## src/rtl/present_pkg.sv

```systemverilog
// Shared widths, FSM encoding, pLayer wiring and the PRESENT S-box table.
// The table is a reference copy; the hardware uses the sbox cell.
package present_pkg;

  localparam int STATE_W = 64;
  localparam int KEY_W   = 80;
  localparam int RC_W    = 5;

  localparam logic [1:0] ST_IDLE = 2'd0;
  localparam logic [1:0] ST_RUN  = 2'd1;
  localparam logic [1:0] ST_DONE = 2'd2;

  // Nibble x of S_TABLE holds S(x).
  localparam logic [63:0] S_TABLE = 64'h2174_8FE3_DA09_B65C;

  // Bit i moves to (16*i) mod 63; bit 63 is fixed.
  function automatic logic [STATE_W-1:0] player(input logic [STATE_W-1:0] d);
    logic [STATE_W-1:0] p;
    p = '0;
    for (int i = 0; i < STATE_W - 1; i++) begin
      p[(16 * i) % 63] = d[i];
    end
    p[STATE_W-1] = d[STATE_W-1];
    return p;
  endfunction

endpackage

```

## src/rtl/present_key_schedule.sv

```systemverilog
// Combinational PRESENT-80 key update: rotate, S-box the top nibble, mix in the round counter.
module present_key_schedule
  import present_pkg::*;
(
  input  logic [KEY_W-1:0] k,
  input  logic [RC_W-1:0]  rc,
  output logic [KEY_W-1:0] k_next
);

  logic [KEY_W-1:0] rot;
  logic [3:0]       top_sub;

  assign rot = {k[18:0], k[79:19]};

  sbox u_sbox (
    .nibble (rot[79:76]),
    .subst  (top_sub)
  );

  assign k_next = {top_sub, rot[75:20], rot[19:15] ^ rc, rot[14:0]};

endmodule

```

## src/rtl/sbox.sv

```systemverilog
// 4-bit PRESENT S-box cell.
module sbox (
  input  logic [3:0] nibble,
  output logic [3:0] subst
);

  always_comb begin
    subst = 4'h0;
    case (nibble)
      4'h0: subst = 4'hC;
      4'h1: subst = 4'h5;
      4'h2: subst = 4'h6;
      4'h3: subst = 4'hB;
      4'h4: subst = 4'h9;
      4'h5: subst = 4'h0;
      4'h6: subst = 4'hA;
      4'h7: subst = 4'hD;
      4'h8: subst = 4'h3;
      4'h9: subst = 4'hE;
      4'hA: subst = 4'hF;
      4'hB: subst = 4'h8;
      4'hC: subst = 4'h4;
      4'hD: subst = 4'h7;
      4'hE: subst = 4'h1;
      4'hF: subst = 4'h2;
      default: subst = 4'h0;
    endcase
  end

endmodule

```

## src/rtl/present_enc.sv

```systemverilog
// Iterative PRESENT-80 encryption core, one round per clock, start/done handshake.
//
//   state   | meaning
//   IDLE    | waiting for start; ciphertext of last block held
//   RUN     | one round applied per cycle, ROUNDS cycles
//   DONE    | one-cycle done pulse, then back to IDLE
module present_enc
  import present_pkg::*;
#(
  parameter int ROUNDS = 31
) (
  input  logic               clk,
  input  logic               rst,
  input  logic               start,
  input  logic [STATE_W-1:0] plaintext,
  input  logic [KEY_W-1:0]   key,
  output logic               busy,
  output logic               done,
  output logic [STATE_W-1:0] ciphertext
);

  localparam logic [RC_W-1:0] LAST_ROUND = RC_W'(ROUNDS);

  logic [1:0]         fsm;
  logic [STATE_W-1:0] state;
  logic [KEY_W-1:0]   k;
  logic [RC_W-1:0]    round;

  logic [STATE_W-1:0] ark;
  logic [STATE_W-1:0] sub_out;
  logic [STATE_W-1:0] round_out;
  logic [KEY_W-1:0]   k_next;

  assign ark = state ^ k[KEY_W-1:KEY_W-STATE_W];

  for (genvar j = 0; j < STATE_W / 4; j++) begin : g_sbox
    sbox u_sbox (
      .nibble (ark[4*j +: 4]),
      .subst  (sub_out[4*j +: 4])
    );
  end

  assign round_out = player(sub_out);

  present_key_schedule u_key_schedule (
    .k      (k),
    .rc     (round),
    .k_next (k_next)
  );

  always_ff @(posedge clk) begin
    if (rst) begin
      fsm   <= ST_IDLE;
      state <= '0;
      k     <= '0;
      round <= '0;
    end else begin
      case (fsm)
        ST_IDLE: begin
          if (start) begin
            state <= plaintext;
            k     <= key;
            round <= RC_W'(1);
            fsm   <= ST_RUN;
          end
        end
        ST_RUN: begin
          state <= round_out;
          k     <= k_next;
          // Counter stops at the last round so it cannot wrap past 31.
          if (round == LAST_ROUND) begin
            fsm <= ST_DONE;
          end else begin
            round <= round + RC_W'(1);
          end
        end
        ST_DONE: fsm <= ST_IDLE;
        default: fsm <= ST_IDLE;
      endcase
    end
  end

  assign busy       = (fsm == ST_RUN);
  assign done       = (fsm == ST_DONE);
  assign ciphertext = ark;

endmodule

```

## config.mk

```make
export PLATFORM = sky130hd
export DESIGN_NAME = present_enc
export DESIGN_NICKNAME = d
export VERILOG_FILES = /design/src/rtl/present_pkg.sv /design/src/rtl/present_key_schedule.sv /design/src/rtl/sbox.sv /design/src/rtl/present_enc.sv
export SDC_FILE = /design/constraint.sdc
export NUM_CORES = 1
export LEC_CHECK = 0
export CAP_MARGIN = 20
export CELL_PAD_IN_SITES_DETAIL_PLACEMENT = 1
export CELL_PAD_IN_SITES_GLOBAL_PLACEMENT = 1
export CORE_ASPECT_RATIO = 0.75
export CORE_MARGIN = 2
export CORE_UTILIZATION = 25
export DETAILED_ROUTE_END_ITERATION = 12
export PLACE_DENSITY = 0.6
export SYNTH_ARGS = -nofsm -noshare
export SYNTH_HDL_FRONTEND = slang
export SYNTH_HIERARCHICAL = 1
export SYNTH_SLANG_ARGS = --single-unit
```

## constraint.sdc

```tcl
create_clock -name clk -period 6.1 [get_ports clk]
set_input_delay 1.22 -clock clk [delete_from_list [all_inputs] [get_ports clk]]
set_output_delay 1.22 -clock clk [all_outputs]
set_load 0.01 [all_outputs]
```

-- Word level (Yosys, flattened, before mapping)
Memory sizes are Yosys's and may differ from the RTL's. A register that Yosys moved wholly into a read port is not among the register bits.
Index checks and enable logic that the tools add are counted.
- bits of input ports: 147
- register bits after elaboration: 151
- memory bits (read-only): 1088
- bits in writable memories: 0
- latch bits: 0
- memories kept: 17
- $add $sub $neg: 1
- bitwise logic cells: 2
- mux-type cells: 12
- shift operators: 0
- $lt $le $gt $ge: 0
- div/mod/pow operators: 0
- equality and inequality tests: 6
- reduce and logical (&&, ||, !) cells: 5
- multipliers: 0
- memories (name ; words ; bits a word ; read ports ; clocked after memory_dff ; wr ports ; RTL line ; source):
    (no name shown) ; 16 ; 4 ; 1 ; 0 ; 0 ; sbox.sv:9 ; case (nibble)
    (no name shown) ; 16 ; 4 ; 1 ; 0 ; 0 ; sbox.sv:9 ;
    (no name shown) ; 16 ; 4 ; 1 ; 0 ; 0 ; sbox.sv:9 ;
    (no name shown) ; 16 ; 4 ; 1 ; 0 ; 0 ; sbox.sv:9 ;
    (no name shown) ; 16 ; 4 ; 1 ; 0 ; 0 ; sbox.sv:9 ;
    (no name shown) ; 16 ; 4 ; 1 ; 0 ; 0 ; sbox.sv:9 ;
    11 more memories ; -- ; -- ; -- ; -- ; -- ; -- ;
- operators with widths (operator ; count):
    $pmux 80 s2 ; 1
    $pmux 64 s2 ; 1
    $mux 80 ; 1
    $mux 64 ; 1
    $xor 64x64->64 ; 1
    $mux 5 ; 2
    $pmux 5 s2 ; 1
    $mux 4 ; 2
    $add 5x1->5 const B ; 1
    $eq 5x5->1 const B ; 1
    $xor 5x5->5 ; 1
    $mux 2 ; 2
    $ne 2x2->1 const B ; 2
    $pmux 2 s2 ; 1
    $reduce_and 2->1 ; 2
    $reduce_and 3->1 ; 1
    $eq 2x1->1 const B ; 1
    $eq 2x2->1 const B ; 1
    $logic_not 2->1 ; 1
    $ne 2x1->1 const B ; 1
    $reduce_bool 2->1 ; 1

-- Depth between registers and ports, before layout
Gate-level depths: netlist of the first run.
- depth after elaboration: 5
- gate-level depth with buffers: 7

-- Cells and area by module
The synthesis of the first run kept the hierarchy.
- by module, submodules not included (module ; seq. area each (um2) ; times used ; cells an instance ; area each (um2)):
    present_enc ; 3022.9 ; 1 ; 742 ; 7736.2
    sbox ; 0.0 ; 17 ; 18 ; 185.2
    present_key_schedule ; 0.0 ; 1 ; 76 ; 576.8

-- Worst setup path after synthesis of the first run
Ideal clock, no wire load.
- path kind: in2reg
- start point: input rst
- end point: register k[37]
- slack: 3.908 ns
- path buffers: 3
- data arrival time: 2.046 ns
- cell stages on the path: 4
- required time: 5.954 ns
- cells stage by stage: clkbuf_1 buf_2 clkbuf_1 a211oi_2
- RTL lines (what ; RTL line ; source):
    start: declaration ; present_enc.sv:13 ; input logic rst,
    end signal: assignment ; present_enc.sv:62 ; k <= key;
    end signal: assignment ; present_enc.sv:69 ; k <= k_next;
    end: declaration ; present_enc.sv:26 ; logic [KEY_W-1:0] k;
No word-level cell between the ends.

-- Worst setup path after layout of the first run
- start point: register k[47]
- end point: output ciphertext[31]
- longest elaborated chain between the ends: 1
- ends and longest elaborated chain (what ; RTL line ; source):
    $xor 64x64->64 ; present_enc.sv:34 ; assign ark = state ^ k[KEY_W-1:KEY_W-STATE_W];
    end: declaration ; present_enc.sv:19 ; output logic [STATE_W-1:0] ciphertext
No other way between the ends.

==> results of run 1 <==
==> power by group through the flow <==
stage | Sequential, mW | Clock, mW | Combinational, mW
final | 1.21 | 1.05 | 1.78
after global routing | 1.23 | 1.12 | 1.94
after CTS | 1.22 | 1.08 | 1.81
after global placement | 1.24 | 0 | 1.76
after detailed placement | 1.24 | 0 | 1.80
after floorplan | 1.18 | 0 | 1.21
==> area by class of cell <==
class / count / area, um^2
Antenna cell: 1 / 2.50
Clock buffer: 18 / 450
Clock inverter: 14 / 115
Fill cell: 5036 / 31100
Inverter: 51 / 191
Multi-Input combinational cell: 768 / 7130
Sequential cell: 151 / 3030
Tap cell: 586 / 733
Timing Repair Buffer: 221 / 2220
==> per-stage QoR <==
| step | utilization | hold WS [ps] |
|---|---|---|
| after floorplan | - | 468 |
| after global placement | 0.296 | 488 |
| after detailed placement | 0.296 | 502 |
| after CTS | 0.309 | 511 |
| after global routing | 0.309 | 532 |
| final | 0.309 | 510 |
==> kinds of logic (layout without fill, tap and decap cells) <==
family	count (synthesis)	count (layout)
XOR/XNOR	86	86
other	0	1
adder cells (fa/ha/maj)	87	87
AND/OR/NAND/NOR	176	176
flip-flops	151	151
buffers and inverters	205	304
multiplexers	195	195
AO/OA/AOI/OAI	224	224
==> cells in the mapped netlist (all sizes together) <==
| master | n | area share |
|---|---|---|
| buf | 141 | 0.093 |
| a21oi | 5 | 0.0022 |
| and2 | 1 | 0.00055 |
| nor3b | 19 | 0.012 |
| dfxtp | 151 | 0.26 |
| o31ai | 1 | 0.00066 |
| mux2i | 161 | 0.14 |
| o21ba | 1 | 0.00087 |
| ha | 87 | 0.095 |
| o21a | 17 | 0.011 |
| and3b | 1 | 0.00076 |
| and3 | 1 | 0.00055 |
| a211oi | 145 | 0.14 |
| o2bb2ai | 17 | 0.013 |
| xnor2 | 17 | 0.013 |
| nor2 | 144 | 0.047 |
| o21bai | 18 | 0.012 |
| nand2 | 3 | 0.00098 |
| nand4b | 1 | 0.00076 |
| nand3 | 1 | 0.00044 |
| nor3 | 1 | 0.00044 |
| a21bo | 1 | 0.00087 |
| inv | 51 | 0.017 |
| xor2 | 69 | 0.053 |
| or4 | 1 | 0.00066 |
| o21ai | 19 | 0.0083 |
| clkbuf | 13 | 0.0043 |
| or2 | 1 | 0.00055 |
| mux4 | 34 | 0.067 |
| nor2b | 2 | 0.0011 |
==> state kept, by name (all words and copies together) (netlist names) <==
register / count
fsm: 2
k: 80
round: 5
state: 64
==> placed cells by master (no fill, tap or decap), drive strengths merged, types with 2 or more instances in the layout <==
cell type	count
ha	87
o21a	17
clkinvlp	2
o2bb2ai	17
clkdlybuf4s50	211
inv	57
mux4	34
nand2	3
o21ai	19
buf	10
clkinv	6
a211oi	145
xor2	69
nor3b	19
nor2b	2
dfxtp	151
clkbuf	18
a21oi	5
mux2i	161
nor2	144
o21bai	18
xnor2	17
==> path summary, 6_finish.rpt <==
check,cells after the start,end,startpoint,slack (ps)
min,2,k[4],k[4],510
min reg2reg,2,k[4],k[4],510
max,2,ciphertext[31],k[47],2540
max reg2reg,4,k[52],fsm[0],3190
==> per-layer routing <==
metal  part of all wire  vias up  wire, um
li1                   -     4088         -
met1               0.50     4158     20300
met2               0.43      140     17600
met3              0.054       30      2180
met4              0.012       10       479
met5             0.0016        -        67
==> worst max-delay path, cell delays in order, from the launching register on <==
cell	delay (ps)
dfxtp_1	540
xor2_1	620
clkdlybuf4s50_1	740
==> key figures, run 1 <==
Detailed routing
  • Average wire length per cell after detail routing: 22.5 um
  • Antenna Nets Post-Route: 0
  • Starting DRC count in detailed routing: 411
  • DRT Wirelength: between 40000 and 50000 um
  • Number of vias after detailed routing: around 8400
  • Detailed-route DRC error count: 0
  • Iteration count of the initial detailed-routing pass: 4
  • Mean number of vias per cell: roughly 4.7

Timing
  • Crit path setup slack, layout: 2540 ps
  • RSZ-0062 raised after global routing: false
  • Worst-case headroom to the max-slew limit: 0.409
  • Transition time at the pin with the least slew margin: between 800 and 900 ps
  • Maximum clock skew at final layout: 13.8 ps
  • Final setup fails: 0
  • Time the worst path needs with I/O delays and setup: 3560 ps
  • Setup total negative slack: 0 ps
  • Final hold violations: 0
  • Part of the cycle the worst path needs: 0.584
  • Highest Clock Rate: roughly 0.28 GHz
  • Slew Viols, Final: 0

Layout
  • Layout overhead on the synthesized area: 21.0%
  • Final design instance area without fill: 13900 um^2
  • Share of cells above drive strength 1: 0.147
  • Finished Layout Cells: around 1800
  • Number of nets at the end of the flow: 1444

Synth
  • Fraction of synthesized area in multiplexers: 0.207
  • Count of distinct cell types in the synthesized netlist: 34
  • FF+latch count, synth: between 150 and 200
  • Post-synthesis compound-gate area fraction: 0.187
  • Syn Inst Count: ~1100
  • Synthesized Nets: 1358
  • Simple-gate area share of the yosys netlist: 0.0664
  • Syn Std Cell Area: 11500 um^2
  • Dominant combinational cell family by area after synthesis: multiplexers
  • Sequential element share of the synthesized area: 0.264
  • Synthesized-area fraction occupied by adder cells: 0.0950
  • Total number of yosys warnings: 6
  • Mean area per synthesized cell: between 10 and 15 um^2
  • Xor/xnor share of the synthesized area: 0.0657

Setup path
  • Category of the worst setup path launch point: flip-flop
  • Crit-path max FO: 8
  • Sort of element at the end of the critical path: output port
  • WS Path Type: reg -> out
  • Critical Path AT: 2340 ps
  • Worst endpoint required time: 4880 ps

Placed design
  • Number of port buffers: 212
  • Cells after DPL: approximately 1800
  • Pre-CTS setup slack: between 2000 and 3000 ps
  • Hpwl dp: 32200 um
  • Post-place instance area: 13300 um^2
  • GPL Wtd Cong: 0.810

Floorplanning
  • Die area: 47600 um^2
  • DIE WIDTH: 251 um
  • Core Area: 44900 um^2
  • Starting density of the core: 0.255
  • Count of standard-cell rows: 67
  • Die outline height: 189 um
  • Num ports: 213

Job
  • Number of max-capacitance violations reported: 0

Clock network
  • Deepest clock path buffer count: 2
  • Master cell of the clock root buffer: clkbuf_16
  • Clock transition at the register clock pins on the worst setup and hold paths after CTS: 70 ps
  • Post-cts resize count: 0
  • Post-CTS Hold Buffers: 0
  • CTS buffer count: 17
  • Skew-Pair Late Insertion Delay: roughly 450 ps
  • H-tree depth: 4
  • Buffers inserted by post-CTS timing repair: 0
  • Clock tree from TritonCTS: built
  • Clock tree sinks: roughly 150

Power and ir drop
  • VDD IR max: 0.000202 V
  • Sw power: 1.59 mW
  • Power per cell area: 292 nW/um^2
  • Design internal power: ~2.5 mW
  • Sw Share: 0.392
  • Sequential share of power: 0.300
  • Clock share of power: 0.260
  • Overall power of the completed layout: 4.04 mW
  • Share of total power in combinational logic: 0.440
  • Leakage power: between 5 and 6 nW

Global routing
  • Global-route wire length before repair: 59100 um
  • GRT overflow: 0
  • Number of global-route vias before repair: 8722
  • Met3 Use GR: 0.0425
  • Pin count of the biggest net entering global routing: between 90 and 100
  • Antenna violations before repair: 7
  • Busiest metal layer after global routing: met2
  • Total global-route track usage: 0.171
  • Met2 capacity usage during global routing: 0.262
  • Fraction of met1 tracks used by global routing: 0.244

Worst hold path
  • Type of the tightest min-delay check: reg -> reg

Run status
  • Status: completed
(Power assumes the default switching activity.)
==> inputs of run 2 (changes only) <==
Settings changed: PLACE_DENSITY 0.6 to 0.62.
Clock period 6.1 ns to 2.9 ns, I/O delays scaled along.
==> run 2 against run 1 <==
  * First-iteration DRC count grew 33%
  * Global-route usage grew 1.0 points
  * Largest power group unchanged
  * Via count up 4.2%
  * Sequential share of layout area is 0.69 points lower
  * Combinational power grew 120%
  * Wire length up 6.1%
  * Register-to-register slack got worse by 2800 ps
  * Hold slack worse by 2.5 ps
  * Cell area increased by 3.3%
  * Largest cell class unchanged
  * Power up 120%
  * Sequential power is 110% higher
==> key figures, run 2 (synthesis results as in run 1) <==
Global routing
  • Number of global-route vias before repair: 9093 (+4.3%)
  • Global-route wire length before repair: 62500 um (+5.7%)
  • Total global-route track usage: 0.182 (+0.0103)
  • Pin count of the biggest net entering global routing: 98 (+1.0%)
  • Antenna violations before repair: 5 (-2)
  • GRT overflow: 0 (unchanged)

Floorplanning
  • Die area: 47600 um^2 (unchanged)
  • DIE WIDTH: 251 um (unchanged)
  • Die outline height: 189 um (unchanged)
  • Num ports: 213 (unchanged)
  • Starting density of the core: 0.255 (unchanged)
  • Core Area: 44900 um^2 (unchanged)
  • Count of standard-cell rows: 67 (unchanged)

Layout
  • Biggest register: k
  • Layout overhead on the synthesized area: 25.0%
  • Number of nets at the end of the flow: 1484 (+2.8%)
  • Final design utilization: 0.319 (+0.0101)
  • Top library cells by usage in the layout, fill and taps aside: 211 x clkdlybuf4s50_1, 161 x mux2i_1, 150 x dfxtp_1
  • Finished Layout Cells: 1851 (+2.3%)
  • Most common cell after layout, fill and taps aside: clkdlybuf4s50_1
  • Share of cells above drive strength 1: 0.174 (+0.0264)
  • Final design instance area without fill: 14300 um^2 (+3.3%)
  • Flip-flop count of the largest register after layout: 80 (unchanged)
  • Largest regs: k (80), state (64), round (5)
  • Fill cell count: 5035 (-0.020%)

Clock network
  • CTS buffer count: 17 (unchanged)
  • Clock transition at the register clock pins on the worst setup and hold paths after CTS: 70 ps (about the same)
  • Master cell of the clock root buffer: clkbuf_16
  • Buffers inserted by post-CTS timing repair: 0 (unchanged)
  • Clock tree sinks: 151 (unchanged)
  • H-tree depth: 4 (unchanged)
  • Post-CTS Hold Buffers: 0 (unchanged)
  • Deepest clock path buffer count: 2 (unchanged)
  • Clock tree from TritonCTS: built
  • Skew-Pair Late Insertion Delay: 440 ps (about the same)

Placed design
  • Hpwl dp: 33900 um (+5.3%)
  • GPL Wtd Cong: 0.788 (-2.7%)
  • Post-place instance area: 13700 um^2 (+2.8%)
  • Cells after DPL: 1817 (+2.3%)
  • Number of port buffers: 212 (unchanged)

Setup path
  • Category of the worst setup path launch point: flip-flop
  • Sort of element at the end of the critical path: output port
  • Critical Path AT: 2190 ps (-150 ps)
  • WS Path Type: reg -> out
  • Crit-path max FO: 8 (unchanged)
  • Worst endpoint required time: 2320 ps (-2560 ps)
  • Crit-path max cell delay: 650 ps (-90 ps)
  • Critical-path cell list: xor2_1, clkdlybuf4s50_1
  • Cell type of the slowest stage on the worst timing path: clkdlybuf4s50_1

Detailed routing
  • WL met2: 18600 um (+5.8%)
  • Detailed-route DRC error count: 0 (unchanged)
  • DR WL met3: 2200 um (+1.1%)
  • Average wire length per cell after detail routing: 23.3 um (+3.7%)
  • Uppermost metal layer occupied by signal nets: met4
  • Number of vias after detailed routing: 8779 (+4.2%)
  • DRT Wirelength: 43100 um (+6.1%)
  • Mean number of vias per cell: 4.74 (+1.9%)
  • Iteration count of the initial detailed-routing pass: 4 (unchanged)
  • Starting DRC count in detailed routing: 547 (+33%)
  • Antenna Nets Post-Route: 0 (unchanged)
  • Met1 Routed Length: 21800 um (+7.4%)

Timing
  • Transition time at the pin with the least slew margin: 727 ps (-160 ps)
  • Time the worst path needs with I/O delays and setup: 2770 ps
  • Part of the cycle the worst path needs: 0.955
  • Final hold violations: 0 (unchanged)
  • Final setup fails: 0 (unchanged)
  • Highest Clock Rate: 0.361 GHz
  • Maximum clock skew at final layout: 8.86 ps (-4.94 ps)
  • Worst-case headroom to the max-slew limit: 0.516 (+0.107)
  • RSZ-0062 raised after global routing: false
  • Setup total negative slack: 0 ps (unchanged)
  • Slew Viols, Final: 0 (unchanged)

Run status
  • Status: completed

Power and ir drop
  • Leakage power: 5.78 nW (+4.5%)
  • VDD IR max: 0.000353 V (+74%)
  • Power per cell area: 625 nW/um^2 (+110%)
  • Overall power of the completed layout: 8.96 mW (+120%)

Worst hold path
  • Type of the tightest min-delay check: reg -> reg

Job
  • Number of max-capacitance violations reported: 0 (unchanged)
run 2: cell count changes in the layout (fill, tap and decap cells not counted), moves of 2 or more:
cell and change:
clkinv_4 -4, buf_12 +6, buf_4 +34, clkinvlp_4 +2, diode_2 +2, bufinv_16 +5
inv_6 -4
run 2: cell type report:
type	count	area, um^2	share of cell area
diodes	3	7.51	0.000524
clock buffers	18	429	0.0300
clock inverters	13	204	0.0142
inverters	51	191	0.0134
multi-input cells	768	7140	0.499
flip-flops and latches	151	3030	0.211
well taps	586	733	0.0512
repair buffers	261	2590	0.181
run 2: power breakdown:
part           switching (mW)  internal (mW)  total (mW)
Sequential              0.244           2.30        2.54
Combinational            2.05           1.85        3.91
Clock                   0.992           1.52        2.51
Total                    3.29           5.67        8.96
run 2: worst max-delay path: cells and delay by family, from the launching register on:
kind,cells,cell delay (ps)
buf+inv,1,650
flops,1,580
xor+xnor,1,510
run 2: stage by stage:
step                hold WS (ps)  setup WS (ps)
floorplan                    468            749
global placement             492            452
detailed placement           498            394
CTS                          507           85.6
global route                 530           19.4
finish                       507            131
run 2: final timing paths:
path / startpoint / endpoint / slack (ps) / cells past startpoint
worst max register to register: k[17] / state[32] / 420 / 6
worst min register to register: k[6] / k[6] / 510 / 2
worst max-delay path: k[17] / ciphertext[1] / 130 / 2
worst min-delay path: k[6] / k[6] / 510 / 2
run 2: per-layer routing:
layer,up-vias,GRT usage
met5,-,0
met4,0,0.0346
met3,23,0.0433
met2,182,0.275
met1,4402,0.261
li1,4172,-
run 2: what timing repair did:
action | CTS | global route
resized for setup | 0 | 1
setup endpoints to repair | 0 | 1
hold endpoints to repair | 0 | 0
==> inputs of run 3 (changes only) <==
Settings changed: CORE_MARGIN 2 to default.
==> run 3 against run 2 <==
  * Critical path depth unchanged
  * Global-route usage increased by 0.25 points
  * Clock-buffer cell count unchanged
  * Critical endpoint is now ciphertext[34]
  * Cell area increased by 0.78%
==> key figures, run 3 (synthesis results as in run 1) <==
Clock network
  • Clock transition at the register clock pins on the worst setup and hold paths after CTS: 70 ps (about the same)
  • Skew-Pair Late Insertion Delay: 440 ps (about the same)
  • Master cell of the clock root buffer: clkbuf_16
  • Deepest clock path buffer count: 2 (unchanged)
  • H-tree depth: 4 (unchanged)
  • Buffers inserted by post-CTS timing repair: 0 (unchanged)
  • Clock tree sinks: 151 (unchanged)
  • Post-cts resize count: 0 (unchanged)
  • Clock tree from TritonCTS: built
  • CTS buffer count: 17 (unchanged)
  • Post-CTS Hold Buffers: 0 (unchanged)

Power and ir drop
  • Share of total power in combinational logic: 0.440 (+0.004)
  • Leakage power: 5.85 nW (+1.3%)
  • Power per cell area: 620 nW/um^2 (-0.95%)
  • Sw Share: 0.369 (+0.00238)
  • Sequential share of power: 0.283 (about the same)
  • Design internal power: 5.64 mW (-0.55%)
  • VDD IR max: 0.000348 V (-1.5%)
  • Sw power: 3.30 mW (+0.47%)
  • Clock share of power: 0.277 (-0.003)

Detailed routing
  • DR WL met3: 2590 um (+18%)
  • Starting DRC count in detailed routing: 592 (+8.2%)
  • Detailed-route DRC error count: 0 (unchanged)
  • Met1 Routed Length: 21300 um (-2.3%)
  • Antenna Nets Post-Route: 0 (unchanged)
  • Uppermost metal layer occupied by signal nets: met5
  • Mean number of vias per cell: 4.72 (-0.39%)
  • DRT Wirelength: 43000 um (-0.33%)
  • Average wire length per cell after detail routing: 23.0 um (-1.1%)
  • WL met2: 18500 um (-0.86%)
  • Number of vias after detailed routing: 8811 (+0.36%)
  • Iteration count of the initial detailed-routing pass: 4 (unchanged)

Layout
  • Share of cells above drive strength 1: 0.181 (+0.00778)
  • Number of nets at the end of the flow: 1496 (+0.81%)
  • Most common cell after layout, fill and taps aside: clkdlybuf4s50_1
  • Finished Layout Cells: 1865 (+0.76%)
  • Final design instance area without fill: 14400 um^2 (+0.78%)
  • Largest regs: k (80), state (64), round (5)
  • Flip-flop count of the largest register after layout: 80 (unchanged)
  • Top library cells by usage in the layout, fill and taps aside: 211 x clkdlybuf4s50_1, 161 x mux2i_1, 150 x dfxtp_1
  • Biggest register: k
  • Layout overhead on the synthesized area: 26.0%

Timing
  • Part of the cycle the worst path needs: 0.957 (+0.00217)
  • Final setup fails: 0 (unchanged)
  • Maximum clock skew at final layout: 10.1 ps (+1.28 ps)
  • Transition time at the pin with the least slew margin: 783 ps (+56.8 ps)
  • Final hold slack: 509 ps (+1.81 ps)
  • RSZ-0062 raised after global routing: false
  • Time the worst path needs with I/O delays and setup: 2780 ps (+6.29 ps)
  • Highest Clock Rate: 0.360 GHz (-0.23%)
  • Final hold violations: 0 (unchanged)
  • Slew Viols, Final: 0 (unchanged)
  • Worst-case headroom to the max-slew limit: 0.478 (-0.0378)
  • Setup total negative slack: 0 ps (unchanged)

Floorplanning
  • Starting density of the core: 0.255 (unchanged)
  • Die outline height: 187 um (-1.1%)
  • Num ports: 213 (unchanged)
  • Core Area: 44900 um^2 (unchanged)
  • Die area: 46700 um^2 (-1.8%)
  • Count of standard-cell rows: 67 (unchanged)
  • DIE WIDTH: 249 um (-0.80%)

Run status
  • Status: completed

Setup path
  • Worst R2R Path Depth: 7 (+1)
  • Critical-path cell list: xor2_1, clkdlybuf4s50_1
  • Worst R2R Setup Slack: 430 ps (about the same)
  • Crit-path max cell delay: 670 ps (+20 ps)
  • Cell type of the slowest stage on the worst timing path: clkdlybuf4s50_1
  • Number of buffer and inverter stages on the critical path: 1 (unchanged)
  • Largest delay contributor family on the critical path: buffers and inverters
  • Critical Path AT: 2200 ps (about the same)
  • Worst endpoint required time: 2320 ps (about the same)
  • Sort of element at the end of the critical path: output port
  • Crit-path max FO: 3 (-5)
  • WS Path Type: reg -> out
  • Category of the worst setup path launch point: flip-flop
  • Crit path depth: 2 (unchanged)

Global routing
  • GRT overflow: 0 (unchanged)
  • Pin count of the biggest net entering global routing: 89 (-9.2%)
  • Antenna violations before repair: 10 (+5)
  • Number of global-route vias before repair: 9118 (+0.27%)
  • Total global-route track usage: 0.184 (+0.00251)
  • Global-route wire length before repair: 62600 um (+0.14%)

Placed design
  • Number of port buffers: 212 (unchanged)
  • Hpwl dp: 34100 um (+0.42%)
  • GPL Wtd Cong: 0.822 (+4.3%)
  • Cells after DPL: 1829 (+0.66%)
  • Post-place instance area: 13800 um^2 (+0.84%)

Worst hold path
  • WHS Path Cells: 2 (unchanged)
  • Type of the tightest min-delay check: reg -> reg

Job
  • Number of max-capacitance violations reported: 0 (unchanged)
[run 3: power by group through the flow]
stage,logic [mW],clock network [mW],registers (mW)
floorplan,2.55,0,2.48
global placement,3.87,0,2.57
detailed placement,3.95,0,2.58
CTS,3.98,2.53,2.53
global route,4.27,2.61,2.55
finish,3.93,2.48,2.53
[run 3: per-layer routing]
layer | up-vias | global-route usage
met3 | 36 | 0.0487
met1 | 4370 | 0.261
li1 | 4201 | -
met5 | - | 0
met4 | 8 | 0.0427
met2 | 196 | 0.275
[run 3: metrics by stage]
stage,total power [mW],util,setup slack (ps)
final,8.94,0.321,125
after global routing,9.43,0.321,63.1
after CTS,9.04,0.321,160
after detailed placement,6.53,0.307,460
after global placement,6.43,0.307,545
after floorplan,5.03,-,749
[run 3: path summary, 6_finish.rpt]
| path | startpoint | to |
|---|---|---|
| max reg2reg | k[52] | state[9] |
| min | k[10] | k[10] |
| min reg2reg | k[10] | k[10] |
| max | k[50] | ciphertext[34] |
[run 3: worst min-delay path, cell delays in order, from the launching register on]
cell	delay, ps
dfxtp_1	310
nor2_1	100
a211oi_1	50
[run 3: final cells by class]
cell class | count | area (um^2)
flip-flops and latches | 151 | 3030
multi-input cells | 768 | 7130
fillers | 5022 | 30500
repair buffers | 273 | 2710
inverters | 51 | 191
diodes | 5 | 12.5
well taps | 586 | 733
clock buffers | 18 | 439
clock inverters | 13 | 193
